`config.mk`:
```
export PLATFORM = sky130hd
export DESIGN_NAME = sdr_wr_fsm
export DESIGN_NICKNAME = d
export VERILOG_FILES = /design/src/rtl/sdr_wr_fsm_pkg.sv /design/src/rtl/sdr_wr_dq_drv.sv /design/src/rtl/sdr_wr_fsm.sv
export SDC_FILE = /design/constraint.sdc
export NUM_CORES = 1
export LEC_CHECK = 0
export CELL_PAD_IN_SITES_DETAIL_PLACEMENT = 1
export CELL_PAD_IN_SITES_GLOBAL_PLACEMENT = 2
export CORE_MARGIN = 10
export CORE_UTILIZATION = 29
export DETAILED_ROUTE_END_ITERATION = 8
export HOLD_SLACK_MARGIN = 0.15
export PLACE_DENSITY_LB_ADDON = 0.1
export SYNTH_ARGS = -nofsm -noshare
export SYNTH_HDL_FRONTEND = slang
export SYNTH_SLANG_ARGS = --single-unit
```
`constraint.sdc`:
```
create_clock -name clk -period 3.55 [get_ports clk]
set_input_delay 0.355 -clock clk [delete_from_list [all_inputs] [get_ports clk]]
set_output_delay 0.355 -clock clk [all_outputs]
set_load 0.05 [all_outputs]
```
`src/rtl/sdr_wr_fsm_pkg.sv`:
```
// sdr_wr_fsm_pkg
//   Shared definitions for the SDRAM write-side state machine:
//   - SDRAM command encodings {cs_n, ras_n, cas_n, we_n}
//   - wr_bus field layout {cmd[3:0], a[12:0], ba[1:0], cke}
//   - default timing constants used as the FSM parameter defaults
//   - FSM state encoding and a small bus-packing helper
package sdr_wr_fsm_pkg;

  // Command encodings, active-low {cs_n, ras_n, cas_n, we_n}.
  localparam logic [3:0] CMD_NOP = 4'b0111;
  localparam logic [3:0] CMD_ACT = 4'b0011;
  localparam logic [3:0] CMD_WR  = 4'b0100;

  // wr_bus field widths.
  localparam int CMD_W  = 4;
  localparam int ADDR_W = 13;
  localparam int BA_W   = 2;
  localparam int CKE_W  = 1;
  localparam int BUS_W  = CMD_W + ADDR_W + BA_W + CKE_W;

  // Data path widths.
  localparam int DQ_W    = 16;
  localparam int WDATA_W = 32;
  localparam int COL_W   = 10;

  // Default timing, in clk cycles.
  localparam int TRCD_DEF = 2;
  localparam int TWR_DEF  = 2;
  localparam int TRP_DEF  = 2;

  typedef enum logic [2:0] {
    S_IDLE  = 3'd0,
    S_ACT   = 3'd1,
    S_RCD   = 3'd2,
    S_WRL   = 3'd3,
    S_WRH   = 3'd4,
    S_RECOV = 3'd5,
    S_DONE  = 3'd6
  } state_t;

  // Assemble the arbiter bus; cke is always high outside of the SDRAM
  // power-down modes, which this controller never uses.
  function automatic logic [BUS_W-1:0] pack_bus(input logic [CMD_W-1:0]  cmd,
                                                input logic [ADDR_W-1:0] a,
                                                input logic [BA_W-1:0]   bank);
    return {cmd, a, bank, 1'b1};
  endfunction

endpackage

```
`src/rtl/sdr_wr_dq_drv.sv`:
```
// sdr_wr_dq_drv
//   Registered SDRAM data-pin driver for the write FSM.
//   load_l : drive beat 0 (wdata[15:0]) on the next cycle, oe high
//   load_h : drive beat 1 (wdata[31:16]) on the next cycle, oe high
//   neither: oe low, sdr_dq_o holds its last value
// Ports:
//   clk, soft_rst   clock and synchronous active-high reset
//   load_l, load_h  beat strobes from the FSM (never both high)
//   wdata           captured 32-bit write word
//   wr_be           captured byte enables (only with SDR_WR_DQM_EN)
//   sdr_dq_o        data to SDRAM pins
//   sdr_dq_oe       tristate enable
//   sdr_dqm         byte masks, active high (only with SDR_WR_DQM_EN)
// Optional feature macro: SDR_WR_DQM_EN.
module sdr_wr_dq_drv
  import sdr_wr_fsm_pkg::*;
(
  input  logic               clk,
  input  logic               soft_rst,
  input  logic               load_l,
  input  logic               load_h,
  input  logic [WDATA_W-1:0] wdata,
`ifdef SDR_WR_DQM_EN
  input  logic [3:0]         wr_be,
  output logic [1:0]         sdr_dqm,
`endif
  output logic [DQ_W-1:0]    sdr_dq_o,
  output logic               sdr_dq_oe
);

  logic [DQ_W-1:0] dq_reg;
  logic [DQ_W-1:0] dq_next;
  logic            oe_reg;
  logic            oe_next;

  always_comb begin
    dq_next = dq_reg;
    oe_next = 1'b0;
    if (load_l) begin
      dq_next = wdata[DQ_W-1:0];
      oe_next = 1'b1;
    end else if (load_h) begin
      dq_next = wdata[WDATA_W-1:DQ_W];
      oe_next = 1'b1;
    end
  end

  always_ff @(posedge clk) begin
    if (soft_rst) begin
      dq_reg <= '0;
      oe_reg <= 1'b0;
    end else begin
      dq_reg <= dq_next;
      oe_reg <= oe_next;
    end
  end

  assign sdr_dq_o  = dq_reg;
  assign sdr_dq_oe = oe_reg;

`ifdef SDR_WR_DQM_EN
  // One mask bit per byte lane; a lane is masked when its enable is low.
  logic [1:0] dqm_reg;
  logic [1:0] dqm_next;

  for (genvar gi = 0; gi < 2; gi++) begin : g_dqm_lane
    always_comb begin
      dqm_next[gi] = 1'b0;
      if (load_l)
        dqm_next[gi] = ~wr_be[gi];
      else if (load_h)
        dqm_next[gi] = ~wr_be[2+gi];
    end
  end

  always_ff @(posedge clk) begin
    if (soft_rst)
      dqm_reg <= 2'b00;
    else
      dqm_reg <= dqm_next;
  end

  assign sdr_dqm = dqm_reg;
`endif

endmodule

```
`src/rtl/sdr_wr_fsm.sv`:
```
// sdr_wr_fsm
//   Write-side SDRAM state machine. Accepts one 32-bit write, issues
//   ACTIVE, then WRITE with auto-precharge together with a two-beat
//   16-bit burst (low half first), waits tWR + tRP and pulses wr_done.
// Ports:
//   clk, soft_rst  clock and synchronous active-high reset
//   wr_en          level request, sampled only in IDLE
//   wr_done        one-cycle completion pulse
//   row, col, ba   SDRAM address of the write
//   wdata          [15:0] beat 0, [31:16] beat 1
//   wr_bus         {cmd[3:0], a[12:0], ba[1:0], cke} to the arbiter
//   sdr_dq_o       data to the SDRAM pins
//   sdr_dq_oe      tristate enable for sdr_dq_o
//   wr_be, sdr_dqm byte enables / byte masks (only with SDR_WR_DQM_EN)
// Parameters T_RCD, T_WR, T_RP: cycles, legal range 1..7 each.
// Optional feature macro: SDR_WR_DQM_EN.
module sdr_wr_fsm
  import sdr_wr_fsm_pkg::*;
#(
  parameter int T_RCD = TRCD_DEF,
  parameter int T_WR  = TWR_DEF,
  parameter int T_RP  = TRP_DEF
) (
  input  logic               clk,
  input  logic               soft_rst,
  input  logic               wr_en,
  output logic               wr_done,
  input  logic [ADDR_W-1:0]  row,
  input  logic [COL_W-1:0]   col,
  input  logic [BA_W-1:0]    ba,
  input  logic [WDATA_W-1:0] wdata,
`ifdef SDR_WR_DQM_EN
  input  logic [3:0]         wr_be,
  output logic [1:0]         sdr_dqm,
`endif
  output logic [BUS_W-1:0]   wr_bus,
  output logic [DQ_W-1:0]    sdr_dq_o,
  output logic               sdr_dq_oe
);

  // RCD lasts T_RCD-1 cycles; RECOV lasts T_WR+T_RP cycles.
  localparam logic [3:0] RCD_LAST = (T_RCD > 1) ? 4'(T_RCD - 2) : 4'd0;
  localparam logic [3:0] REC_LAST = 4'(T_WR + T_RP - 1);

  state_t             state_reg, state_next;
  logic [3:0]         cnt_reg, cnt_next;

  // Captured request. The row is only needed on the ACT cycle, which is
  // issued straight from the acceptance edge, so a_reg serves as its copy.
  logic [COL_W-1:0]   col_reg;
  logic [BA_W-1:0]    ba_reg;
  logic [WDATA_W-1:0] wdata_reg;
  logic               capture;

  // Registered command/address outputs.
  logic [CMD_W-1:0]   cmd_reg, cmd_next;
  logic [ADDR_W-1:0]  a_reg, a_next;
  logic [BA_W-1:0]    bao_reg, bao_next;
  logic               done_reg, done_next;

  logic               enter_wrl;
  logic               load_l;
  logic               load_h;

  // Outputs are registered, so everything below decodes the state being
  // entered: the command for a state appears in the same cycle as the state.
  always_comb begin
    state_next = state_reg;
    cnt_next   = cnt_reg;
    cmd_next   = CMD_NOP;
    a_next     = '0;
    bao_next   = '0;
    done_next  = 1'b0;
    capture    = 1'b0;
    enter_wrl  = 1'b0;
    load_h     = 1'b0;

    case (state_reg)
      S_IDLE: begin
        if (wr_en) begin
          capture    = 1'b1;
          state_next = S_ACT;
          cmd_next   = CMD_ACT;
          a_next     = row;
          bao_next   = ba;
        end
      end
      S_ACT: begin
        if (T_RCD == 1)
          enter_wrl = 1'b1;
        else
          state_next = S_RCD;
      end
      S_RCD: begin
        if (cnt_reg == RCD_LAST)
          enter_wrl = 1'b1;
        else
          cnt_next = cnt_reg + 4'd1;
      end
      S_WRL: begin
        state_next = S_WRH;
        load_h     = 1'b1;
      end
      S_WRH: begin
        state_next = S_RECOV;
      end
      S_RECOV: begin
        if (cnt_reg == REC_LAST) begin
          state_next = S_DONE;
          done_next  = 1'b1;
        end else begin
          cnt_next = cnt_reg + 4'd1;
        end
      end
      S_DONE: begin
        state_next = S_IDLE;
      end
      default: begin
        state_next = S_IDLE;
      end
    endcase

    // WRITE with auto-precharge (a[10]=1); write latency 0 means the low
    // beat goes out in the same cycle as the command.
    if (enter_wrl) begin
      state_next = S_WRL;
      cmd_next   = CMD_WR;
      a_next     = {2'b00, 1'b1, col_reg};
      bao_next   = ba_reg;
    end

    if (state_next != state_reg)
      cnt_next = '0;
  end

  assign load_l = enter_wrl;

  always_ff @(posedge clk) begin
    if (soft_rst) begin
      state_reg <= S_IDLE;
      cnt_reg   <= '0;
      cmd_reg   <= CMD_NOP;
      a_reg     <= '0;
      bao_reg   <= '0;
      done_reg  <= 1'b0;
    end else begin
      state_reg <= state_next;
      cnt_reg   <= cnt_next;
      cmd_reg   <= cmd_next;
      a_reg     <= a_next;
      bao_reg   <= bao_next;
      done_reg  <= done_next;
    end
  end

  // Capture registers need no reset: they are only read after a capture.
  always_ff @(posedge clk) begin
    if (capture) begin
      col_reg   <= col;
      ba_reg    <= ba;
      wdata_reg <= wdata;
    end
  end

`ifdef SDR_WR_DQM_EN
  logic [3:0] be_reg;

  always_ff @(posedge clk) begin
    if (capture)
      be_reg <= wr_be;
  end
`endif

  sdr_wr_dq_drv u_dq_drv (
    .clk       (clk),
    .soft_rst  (soft_rst),
    .load_l    (load_l),
    .load_h    (load_h),
    .wdata     (wdata_reg),
`ifdef SDR_WR_DQM_EN
    .wr_be     (be_reg),
    .sdr_dqm   (sdr_dqm),
`endif
    .sdr_dq_o  (sdr_dq_o),
    .sdr_dq_oe (sdr_dq_oe)
  );

  assign wr_bus  = pack_bus(cmd_reg, a_reg, bao_reg);
  assign wr_done = done_reg;

endmodule

```
==> results.toml, run 1 <==
[global_route]
met3_usage_pct = 6.61
grt_use_met1_pct = 11.8
grt.busiest_layer = "met2"
grt_antenna_before_repair = 0
met2_usage_pct = 16.7
grt_start_max_net_pins = 26
grt.total_usage_pct = 10.7
grt-ovfl-total = 0
first_global_vias = 2192
grt_pass1_wl_um = 12000

[timing]
fin_setup_tns_ns = 0
rsz0062_at_grt = "no"
setup_viol = 0
skew_ns = 0.0113
hold_viol_final = 0
worst_pin_slew_ns = 0.851
fin_crit_ns = 2.16
slew_viol_final = 0
fmax_mhz = 463
min_period_over_period_pct = 60.8
setup_slack_ns = 1.39
slew_headroom_pct = 43.3

[routing]
drt-total-wl_um = 7560
drc = 0
final_antenna_net_count = 0
via_count = 2001
wl_per_cell_um = 16.7
dr.pass1.iters = 4
viasPerCell = 4.41
dr.first_iter.drc_count = 76

[floorplan]
dieArea_sq_um = 14800
start_util_pct = 29.4
core_sq_um = 10200
num_rows = 37
io_pins = 98
fp.dieH_um = 122
die_x_um = 122

[synthesis]
ys_seq_elements = 86
synth-async-reset-ratio_pct = 0
avgSynthCellArea_sq_um = 13.8
yosys_warnings = 0
syn_inst = 218
synth_edf_count = 44
synth_ff_type = "edfxtp_1"
synth_fp_nets = 280
netlist_area_sq_um = 3010
synth_cell_types = 37
synth_seq_area_share_pct = 71.9

[critical_path]
end_kind = "register"
reg2reg_from = "cnt_reg[0]"
cp.arrival_ns = 2.45
regToRegSetupSlack_ns = 1.39
slowest_stage = "and2_1"
rr_worst_depth = 7
crit_required_ns = 3.84
worst-setup-path-type = "reg -> reg"
reg2reg_to = "a_reg[1]"
path_cells = "inv_1 -> ha_1 -> nor3b_2 -> and2_1 -> buf_4 -> and2b_4 -> a22o_1"
slowest_delay_ns = 0.50
path_max_fanout = 13
startpoint_type = "register"

[status]
status = "completed"

[final_layout]
nFillCells = 1068
syn2layout_area_growth_pct = 40.9
largest_reg_flops = 32
drive_above_1_share_pct = 8.81
n_antenna_cell = 0
final_cell_mix = "clkdlybuf4s50_1 (95), edfxtp_1 (44), dfxtp_1 (42), a21oi_1 (19), nand2_1 (18)"
nets = 376
final_common_cell = "clkdlybuf4s50_1"
regArea_sq_um = 2160
multi_input_area_sq_um = 721

[clocking]
clkTransAtPathRegs_ns = 0.09
cts.repair.resized = 0
htree_num_levels = 3
cts_setup_buffers = 0
hold_buffers = 0
cts_buffers = 9
clk_path_buf_depth = 2
clock-sinks = 86
ctsRootBufferMaster = "clkbuf_8"
tritoncts = "built"
insertion_delay_ns = 0.35

[power_and_ir_drop]
ir_drop_mv = 0.180
p_per_area_nw_per_um2 = 523
cellLeakagePower_nw = 1.46

[min_path]
holdPathStages = 2
min_to = "u_dq_drv.sdr_dq_o[3]"
holdCritPathClass = "reg -> reg"
min-delay-start = "u_dq_drv.sdr_dq_o[3]"

[placed_design]
gp_congestion = 0.682
port_buffers = 95
hpwlAfterDp_um = 5530
place_ws_ns = 1.34

[run]
drv_cap = 0
-- Yosys cell counts, types with 2 or more instances --
cell,n,area (sq um)
edfxtp_1,44,1320
dfxtp_1,42,841
a21oi_1,19,95.1
nand2_1,18,67.6
a22oi_1,16,120
a22o_1,12,105
nor2_1,11,41.3
buf_4,6,45.0
inv_1,6,22.5
buf_2,5,25.0
a211oi_1,3,22.5
and2_1,3,18.8
and3_1,3,18.8
buf_6,2,22.5
clkbuf_1,2,7.51
conb_1,2,7.51
ha_1,2,25.0
nor3_1,2,10.0
nor3b_2,2,25.0
-- worst max-delay path, delay by kind of cell (launching register included) --
kind	cells	cell delay, ns
buf+inv	2	0.33
flops	1	0.36
simple gates	3	1.09
compound gates	1	0.16
fa+ha+maj	1	0.16
-- how the worst max path moves through the flow --
stage                             from                    end  slack (ns)  cells past startpoint
after floorplan           state_reg[0]              a_reg[11]        0.76                      5
after global placement    state_reg[2]   u_dq_drv.sdr_dq_o[9]        1.39                      4
after detailed placement  state_reg[2]  u_dq_drv.sdr_dq_o[10]        1.34                      4
after CTS                   cnt_reg[0]               a_reg[1]        1.33                      7
after global routing      state_reg[2]   u_dq_drv.sdr_dq_o[1]        1.11                      4
final                       cnt_reg[0]               a_reg[1]        1.39                      7
-- report_power, final --
part / leakage (nW) / switching [mW] / internal [mW]
clock: 0.0845 / 0.344 / 0.270
combinational: 0.616 / 0.251 / 0.165
sequential: 0.761 / 0.0363 / 1.15
-- kinds of logic after synthesis --
group                      Yosys count  share of synthesized area (%)
adders and majority gates            2                          0.833
xor gates and xnor gates             1                          0.291
DFF                                 86                           71.9
other                                2                          0.250
buffers and inverters               21                           4.08
muxes                                1                          0.333
AOI/OAI and AO/OA                   56                           13.2
and+or+nand+nor                     49                           9.12
-- metrics by stage --
| step | power, mW | hold slack (ns) | instance area (sq um) | utilization (%) | cells |
|---|---|---|---|---|---|
| floorplan | 1.45 | 0.442 | 3010 | - | 218 |
| global placement | 1.63 | 0.442 | 4060 | 39.7 | 439 |
| detailed placement | 1.63 | 0.450 | 4060 | 39.7 | 439 |
| CTS | 2.26 | 0.461 | 4240 | 41.4 | 454 |
| global route | 2.34 | 0.484 | 4240 | 41.4 | 454 |
| finish | 2.21 | 0.455 | 4240 | 41.4 | 454 |
-- metal layers --
layer / share of wire (%) / up-vias
li1: - / 981
met1: 40 / 951
met2: 48 / 60
met3: 10 / 9
met4: 1.2 / 0
met5: 0 / -
-- cell type report --
class	instances	area share [%]
multi-input combinational	111	17.0
clock inverter	5	0.798
tap	136	4.02
clock buffer	10	3.25
timing repair buffer	100	23.3
inverter	6	0.532
sequential	86	51.0
(Power assumes the default switching activity.)
==> run 2, diff against run 1 <==
==> constraint.sdc (replaced) <==
create_clock -name clk -period 2 [get_ports clk]
set_input_delay 0.2 -clock clk [delete_from_list [all_inputs] [get_ports clk]]
set_output_delay 0.2 -clock clk [all_outputs]
set_load 0.05 [all_outputs]
==> run 2 against run 1 <==
  * Register-to-register slack worse by 1.1 ns
  * Count of clock-buffer cells in the layout stayed put
  * Final cell count is 0.66% higher
  * Via count is 0.75% higher
  * Worst hold slack worse by 0.069 ns
  * Fmax is 23% higher
  * Sequential power is 78% higher
  * Setup slack worse by 1.1 ns
  * Final area is 2.2% higher
  * Wire length is 2.2% higher
  * Clock power is 97% higher
  * Highest routed layer unchanged
  * Sequential cell count stayed put
==> results.toml, run 2 (synthesis gave the netlist of run 1 again) <==
[status]
status = "completed"

[routing]
dr.first_iter.drc_count = 92
wl_met2_um = 4010
wl_met1_um = 3140
drt-total-wl_um = 7730
met3_length_um = 457
dr.pass1.iters = 4
via_count = 2016
final_antenna_net_count = 0
viasPerCell = 4.41
top_layer = "met4"
wl_per_cell_um = 16.9
drc = 0

[clocking]
clock-sinks = 86
tritoncts = "built"
hold_buffers = 0
clk_path_buf_depth = 2
htree_num_levels = 3
insertion_delay_ns = 0.36
cts_setup_buffers = 0
clkTransAtPathRegs_ns = 0.10
cts_buffers = 9
ctsRootBufferMaster = "clkbuf_8"

[floorplan]
die_x_um = 122
fp.dieH_um = 122
dieArea_sq_um = 14800
start_util_pct = 29.4
core_sq_um = 10200
num_rows = 37
io_pins = 98

[timing]
setup_viol = 0
slew_viol_final = 0
fin_setup_tns_ns = 0
fmax_mhz = 569
hold_viol_final = 0
slew_headroom_pct = 63.0
holdWs_ns = 0.386
skew_ns = 0.0145
setup_slack_ns = 0.244
worst_pin_slew_ns = 0.553
rsz0062_at_grt = "no"
fin_crit_ns = 1.76
min_period_over_period_pct = 87.8

[final_layout]
final_cell_mix = "clkdlybuf4s50_1 (95), edfxtp_1 (44), dfxtp_1 (42), a21oi_1 (19), nand2_1 (18)"
n_antenna_cell = 0
largest_reg_flops = 32
syn2layout_area_growth_pct = 44.0
nFillCells = 1086
nets = 378
utilization_pct = 42.3
drive_above_1_share_pct = 10.3
final_common_cell = "clkdlybuf4s50_1"

[placed_design]
port_buffers = 95
place_ws_ns = 0.127
gp_congestion = 0.688
hpwlAfterDp_um = 5740

[critical_path]
reg2reg_to = "a_reg[8]"
crit_required_ns = 2.30
worst-setup-path-type = "reg -> reg"
cp.arrival_ns = 2.05
startpoint_type = "register"
regToRegSetupSlack_ns = 0.24
path_max_fanout = 13
end_kind = "register"
rr_worst_depth = 6
reg2reg_from = "cnt_reg[0]"

[global_route]
first_global_vias = 2263
grt.total_usage_pct = 10.7
grt_antenna_before_repair = 0
grt_start_max_net_pins = 26
grt_pass1_wl_um = 12000
grt-ovfl-total = 0

[power_and_ir_drop]
ir_drop_mv = 0.324
p_per_area_nw_per_um2 = 948
power.total_mw = 4.10
cellLeakagePower_nw = 1.51

[min_path]
min_to = "col_reg[6]"
holdCritPathClass = "in -> reg"
holdPathStages = 1
min-delay-start = "col[6]"

[run]
drv_cap = 0
## run 2: metrics by stage
| step | cells | area, sq um |
|---|---|---|
| finish | 457 | 4330 |
| global route | 457 | 4330 |
| CTS | 457 | 4330 |
| detailed placement | 441 | 4130 |
| global placement | 441 | 4130 |
| floorplan | 218 | 3020 |
## run 2: layout make-up
| class | instances | area, sq um | share of cell area (%) |
|---|---|---|---|
| clock inverters | 6 | 47.5 | 1.10 |
| multi-input cells | 111 | 724 | 16.7 |
| clock buffers | 10 | 149 | 3.44 |
| repair buffers | 102 | 1050 | 24.3 |
| flip-flops and latches | 86 | 2160 | 49.9 |
| inverters | 6 | 22.5 | 0.520 |
| well taps | 136 | 170 | 3.93 |
## run 2: worst max-delay path by stage
stage | slack, ns | from | endpoint | depth (start not counted)
after floorplan | -0.76 | state_reg[2] | a_reg[3] | 5
after global placement | 0.17 | cnt_reg[0] | a_reg[7] | 6
after detailed placement | 0.13 | cnt_reg[0] | a_reg[8] | 6
after CTS | 0.1 | cnt_reg[0] | a_reg[8] | 6
after global routing | 0.07 | cnt_reg[0] | a_reg[8] | 6
final | 0.24 | cnt_reg[0] | a_reg[8] | 6
## run 2: what timing repair did
item	CTS	global route
endpoints found under the setup margin	0	12
hold endpoints to repair	0	0
resized for setup	0	1
## run 2: power by group
| part | total [mW] | switching, mW | internal, mW |
|---|---|---|---|
| logic | 0.786 | 0.457 | 0.329 |
| clock network | 1.21 | 0.669 | 0.546 |
| registers | 2.10 | 0.0645 | 2.04 |
| total | 4.10 | 1.19 | 2.91 |
## run 2: critical path: stages (launching register included)
cell	delay, ns
dfxtp_1	0.35
inv_1	0.07
ha_1	0.15
nor3b_2	0.33
and2_2	0.32
and2b_4	0.30
a22o_1	0.17
## run 2: layer usage
metal | GRT usage, % | vias up
met5 | 0 | -
met4 | 5.37 | 0
met3 | 3.38 | 10
met2 | 18.8 | 56
met1 | 11.4 | 960
li1 | - | 990
